--- src/rtl/down_scale_frame_rx.sv ---
// Receives the down_scale_valid/down_scale_data pixel stream and writes raster-order frames into a
// two-bank ping-pong BRAM. Optional per-frame pixel checksum when DOWN_SCALE_CHECKSUM_EN is defined.
module down_scale_frame_rx #(
  parameter int IMG_W  = 32,
  parameter int IMG_H  = 32,
  parameter int DATA_W = 8,
  parameter int ADDR_W = 10
) (
  input  logic              clk,
  input  logic              rst,
  input  logic              down_scale_valid,
  input  logic [DATA_W-1:0] down_scale_data,
  output logic              bram_we,
  output logic [ADDR_W:0]   bram_addr,
  output logic [DATA_W-1:0] bram_wdata,
  output logic              frame_done,
  output logic              frame_bank,
  input  logic              rd_release,
  output logic [1:0]        full_cnt,
  output logic              overflow,
  input  logic              ovf_clr,
`ifdef DOWN_SCALE_CHECKSUM_EN
  output logic [DATA_W+ADDR_W-1:0] frame_sum,
`endif
  output logic [15:0]       drop_cnt
);

  localparam int COL_W = (IMG_W > 1) ? $clog2(IMG_W) : 1;
  localparam int ROW_W = (IMG_H > 1) ? $clog2(IMG_H) : 1;

  typedef enum logic [1:0] {IDLE, FILL, BLOCKED} state_t;

  state_t             state_q, state_d;
  logic [COL_W-1:0]   col;
  logic [ROW_W-1:0]   row;
  logic               wr_bank;
  logic               rel, accept, drop, frame_end, last_col, last_pix;
  logic [1:0]         cnt_rel;
  logic [ADDR_W-1:0]  pix_addr;

  // Banks fill and drain in the same alternating order, so full_cnt alone tells whether
  // wr_bank is free: it is occupied only when both banks are full.
  assign rel      = rd_release && (full_cnt != 2'd0);
  assign cnt_rel  = full_cnt - {1'b0, rel};
  assign last_col = (col == COL_W'(IMG_W - 1));
  assign last_pix = last_col && (row == ROW_W'(IMG_H - 1));
  assign pix_addr = ADDR_W'(row) * ADDR_W'(IMG_W) + ADDR_W'(col);

  always_ff @(posedge clk) begin
    if (rst) state_q <= IDLE;
    else     state_q <= state_d;
  end

  // NOTE: every signal driven here gets a default first so no latch is inferred.
  always_comb begin
    state_d   = state_q;
    accept    = 1'b0;
    drop      = 1'b0;
    frame_end = 1'b0;
    case (state_q)
      IDLE, BLOCKED: accept = down_scale_valid && (cnt_rel != 2'd2);
      FILL:          accept = down_scale_valid;
      default:       accept = 1'b0;
    endcase
    drop      = down_scale_valid && !accept;
    frame_end = accept && last_pix;
    if (frame_end)                       state_d = (cnt_rel == 2'd1) ? BLOCKED : IDLE;
    else if (accept)                     state_d = FILL;
    else if (state_q == BLOCKED && rel)  state_d = IDLE;
  end

  // NOTE: sequential state uses non-blocking assignments so all registers update together.
  always_ff @(posedge clk) begin
    if (rst) begin
      bram_we    <= 1'b0;
      bram_addr  <= '0;
      bram_wdata <= '0;
      frame_done <= 1'b0;
      frame_bank <= 1'b0;
      full_cnt   <= 2'd0;
      overflow   <= 1'b0;
      drop_cnt   <= 16'd0;
      col        <= '0;
      row        <= '0;
      wr_bank    <= 1'b0;
    end else begin
      bram_we    <= accept;
      frame_done <= frame_end;
      full_cnt   <= cnt_rel + {1'b0, frame_end};
      if (accept) begin
        bram_addr  <= {wr_bank, pix_addr};
        bram_wdata <= down_scale_data;
        if (last_pix) begin
          col <= '0;
          row <= '0;
        end else if (last_col) begin
          col <= '0;
          row <= row + 1'b1;
        end else begin
          col <= col + 1'b1;
        end
      end
      if (frame_end) begin
        frame_bank <= wr_bank;
        wr_bank    <= ~wr_bank;
      end
      // A drop in the same cycle as a clear restarts the count at this drop.
      if (drop) begin
        overflow <= 1'b1;
        if (ovf_clr)                  drop_cnt <= 16'd1;
        else if (drop_cnt != 16'hFFFF) drop_cnt <= drop_cnt + 16'd1;
      end else if (ovf_clr) begin
        overflow <= 1'b0;
        drop_cnt <= 16'd0;
      end
    end
  end

`ifdef DOWN_SCALE_CHECKSUM_EN
  logic [DATA_W+ADDR_W-1:0] sum_acc;

  always_ff @(posedge clk) begin
    if (rst) begin
      sum_acc   <= '0;
      frame_sum <= '0;
    end else if (frame_end) begin
      frame_sum <= sum_acc + (DATA_W+ADDR_W)'(down_scale_data);
      sum_acc   <= '0;
    end else if (accept) begin
      sum_acc   <= sum_acc + (DATA_W+ADDR_W)'(down_scale_data);
    end
  end
`endif

endmodule

--- config.mk ---
export PLATFORM = sky130hd
export DESIGN_NAME = down_scale_frame_rx
export DESIGN_NICKNAME = d
export VERILOG_FILES = /design/src/rtl/down_scale_frame_rx.sv
export SDC_FILE = /design/constraint.sdc
export NUM_CORES = 1
export LEC_CHECK = 0
export CORE_MARGIN = 4
export CORE_UTILIZATION = 45
export DETAILED_ROUTE_END_ITERATION = 7
export PLACE_DENSITY = 0.75
export SYNTH_ARGS = -nofsm -noshare
export SYNTH_HDL_FRONTEND = slang
export SYNTH_SLANG_ARGS = --single-unit
--- constraint.sdc ---
create_clock -name clk -period 2.1 [get_ports clk]
set_input_delay 0.42 -clock clk [delete_from_list [all_inputs] [get_ports clk]]
set_output_delay 0.42 -clock clk [all_outputs]
set_load 0.02 [all_outputs]
==> metrics.md <==
| Metric | Value |
|---|---|
| WHS Path Cells | `2` |
| Vias in the first global route | `approximately 2,200` |
| Clock share of power | `31.2%` |
| HPWL after detailed placement | `approximately 4100 um` |
| # Max-Cap Violations | `0` |
| DP Area | `3190 um^2` |
| Skew final | `0.00745 ns` |
| Chip height | `82.3 um` |
| Net Switching | `between 0.6 and 0.7 mW` |
| First-pass GRT wire length | `9960 um` |
| P_leak | `1.19 nW` |
| EDFF count, synth | `0` |
| CP endpoint kind | `register` |
| Hold Startpoint | `bram_wdata[6]` |
| Post-route design area | `3410 um^2` |
| CP required | `2.34 ns` |
| Row cnt | `26` |
| Setup Fix Bufs, Post-CTS | `0` |
| Hold endpoint | `bram_wdata[6]` |
| Clk slew on worst S/H paths | `0.09 ns` |
| Buffers on Ports | `53` |
| Area of the core | `5240 um^2` |
| DRT antenna net count | `0` |
| Tmin final | `2.08 ns` |
| # diodes | `0` |
| Commonest non-fill, non-tap cell in the layout | `nand2_1` |
| Clock Path Buffers | `2` |
| Vias/cell | `5.39` |
| Min-Delay Path Class | `reg2reg` |
| Die area | `between 6000 and 7000 um^2` |
| CP cell instances | `clkdlybuf4s50_1 > o21a_1 > ha_4 > and3b_2 > a21oi_4 > or4_4 > a21oi_2` |
| CTS tree | `yes` |
| Gr ovfl total | `0` |
| Outcome | `completed` |
| Final core utilization | `approximately two thirds` |
| Buf/Inv on CP | `1` |
| Mapped cell area | `2490 um^2` |
| Sequential power share | `between 40% and 50%` |
| Maximum clock frequency | `about 480 MHz` |
| Largest stage delay, worst path | `0.53 ns` |
| Post-synthesis sequential area ratio | `43.5%` |
| Final Wtd Congestion | `between 0.8 and 0.9` |
| CTS buffer count | `5` |
| RSZ-0062 raised after global routing | `true` |
| Later-pin clock latency in the skew report | `0.30 ns` |
| Initial Util | `47.5%` |
| Clk root buf | `clkbuf_8` |
| Final std cells w/o fill | `roughly 430` |
| TritonCTS Sinks | `54` |
| Final-report setup violation count | `0` |
| Synthesis-stage register bit count | `54` |
| Distinct cells, synth | `49` |
| CTS H-tree depth | `2` |
| Switching part of the total | `26.6%` |
| Remaining DRCs | `0` |
| Crit path max fanout | `8` |
| Pin count of the biggest net entering global routing | `39` |
| Crit-path leading delay family | `simple AND/OR/NAND/NOR gates` |
| Primary FF master, synth | `dfxtp_1` |
| R2r setup slk | `0.12 ns` |
| Worst Reg-to-Reg Cells | `6` |
| Critical Path Source Type | `input port` |
| Max Slew Vio Count | `0` |
| Mapped Nets | `311` |
| Mapped Avg Cell Area | `8.54 um^2` |
| I/O pins | `54` |
| Dpl cells | `420` |
| Initial antenna violation count | `0` |
| Power Density | `661 nW/um^2` |
| Post-route setup TNS | `0 ns` |
| Vias | `2,309` |
| Max_slew headroom | `64.9%` |
| Worst path slowest cell | `or4_4` |
| Post-cts hold buffer count | `0` |
| Layout Nets | `378` |
| Chip width | `82.3 um` |
| Syn Inst Count | `291` |
| Worst-margin pin slew | `0.524 ns` |
| Maximum vdd drop | `0.000536 V` |
| Share of cells above drive strength 1 | `16.5%` |
| Async S/R FF share, synth | `0%` |
| Total power | `2.26 mW` |
| Most frequent cells in the layout | `nand2_1 (57), dfxtp_1 (54), clkdlybuf4s50_1 (53)` |
| Area Overhead vs Synth | `37.2%` |
| Global Route Usage Sum | `between 10% and 20%` |
| CP Class | `in2reg` |
| Final Hold Fails | `0` |
| RR Endpoint | `drop_cnt[4]` |
| Pre-antenna DRT Iters | `4` |
| Internal Pwr Total | `roughly 1.7 mW` |
| Worst r2r src | `full_cnt[0]` |
| DR iter-0 viols | `103` |
| Arrival time at the worst endpoint | `about 2.3 ns` |
| Routed wire length | `5990 um` |
| Logic gate share of total power | `20.9%` |
| Crit share post-route | `around 100%` |
| Ys Warns | `0` |
| Routed WL per cell | `14.0 um` |
[worst register-to-register path: cells and delay by family (launching register included)]
kind	cells	cell delay [ns]
AOI/OAI and AO/OA	3	0.49
and+or+nand+nor	2	0.79
DFF	1	0.34
adders and majority gates	1	0.31
[power groups by stage]
stage | clock [mW] | combinational, mW | sequential, mW
final | 0.704 | 0.472 | 1.08
after global routing | 0.759 | 0.515 | 1.09
after CTS | 0.726 | 0.418 | 1.08
after detailed placement | 0 | 0.405 | 1.10
after global placement | 0 | 0.399 | 1.10
after floorplan | 0 | 0.192 | 1.14
[Yosys cell counts (2+ instances only)]
| library cell | n | share of area, % |
|---|---|---|
| or2_2 | 2 | 0.50 |
| or4_1 | 5 | 1.5 |
| and3_1 | 5 | 1.3 |
| nand3_1 | 11 | 2.2 |
| clkbuf_1 | 8 | 1.2 |
| nor4_1 | 5 | 1.3 |
| clkbuf_8 | 2 | 1.1 |
| nand2b_1 | 3 | 0.75 |
| nor3b_1 | 4 | 1.2 |
| a31oi_1 | 2 | 0.50 |
| o31ai_1 | 3 | 0.91 |
| nor2_1 | 12 | 1.8 |
| or3_1 | 9 | 2.3 |
| o21ai_0 | 6 | 1.2 |
| or4b_2 | 2 | 0.81 |
| o21a_1 | 2 | 0.60 |
| ha_1 | 7 | 3.5 |
| nand4_1 | 8 | 2.0 |
| nand2_1 | 57 | 8.6 |
| nor3_1 | 3 | 0.60 |
| dfxtp_1 | 54 | 43 |
| mux2i_1 | 6 | 2.4 |
| buf_2 | 4 | 0.81 |
| inv_1 | 6 | 0.91 |
| a21oi_1 | 41 | 8.3 |
[metrics by stage]
stage          hold WS, ns  setup WS [ns]
6_report             0.457         0.0176
5_1_grt              0.473        -0.0388
4_1_cts              0.459       -0.00756
3_5_place_dp         0.446         -0.398
3_3_place_gp         0.443         -0.345
2_1_floorplan        0.445        0.00672
[state kept, by name, summed over array words and instances (netlist names)]
register,cells
frame_done,1
bram_wdata,8
state_q,2
drop_cnt,16
full_cnt,2
wr_bank,1
row,5
bram_addr,11
bram_we,1
overflow,1
col,5
frame_bank,1
[repair_timing]
action,CTS,global route
cloned,0,1
pin swaps,1,10
resized for setup,2,17
endpoints found under the setup margin,13,25
[kinds of logic after synthesis]
group,after synthesis,synth area share [%]
fa+ha+maj,7,3.52
flops,54,43.5
buf+inv,21,4.48
xor+xnor,4,2.01
compound gates,61,14.2
mux,6,2.42
simple gates,138,29.9
[worst max-delay path by stage]
stage	startpoint	end	slack, ns	cells after the start
after floorplan	full_cnt[1]	row[2]	0.007	6
after global placement	rd_release	drop_cnt[2]	-0.34	8
after detailed placement	rd_release	drop_cnt[12]	-0.40	7
after CTS	rd_release	row[3]	-0.008	8
after global routing	rd_release	drop_cnt[4]	-0.04	7
final	rd_release	drop_cnt[4]	0.02	7
[layer usage]
metal | track usage [%] | vias up | wire (um) | part of all wire [%]
met5 | 0 | - | 0 | 0
met2 | 31.3 | 59 | 2970 | 50
met1 | 24.0 | 1073 | 2670 | 45
li1 | - | 1172 | - | -
met4 | 4.65 | 0 | 49 | 0.82
met3 | 4.01 | 5 | 302 | 5.0
[layout make-up]
type | instances | area [um^2]
Clock buffer | 6 | 82.6
Clock inverter | 1 | 30.0
Fill cell | 425 | 1830
Inverter | 6 | 22.5
Multi-Input combinational cell | 217 | 1410
Sequential cell | 54 | 1080
Tap cell | 70 | 87.6
Timing Repair Buffer | 74 | 701
(Power assumes the default switching activity.)
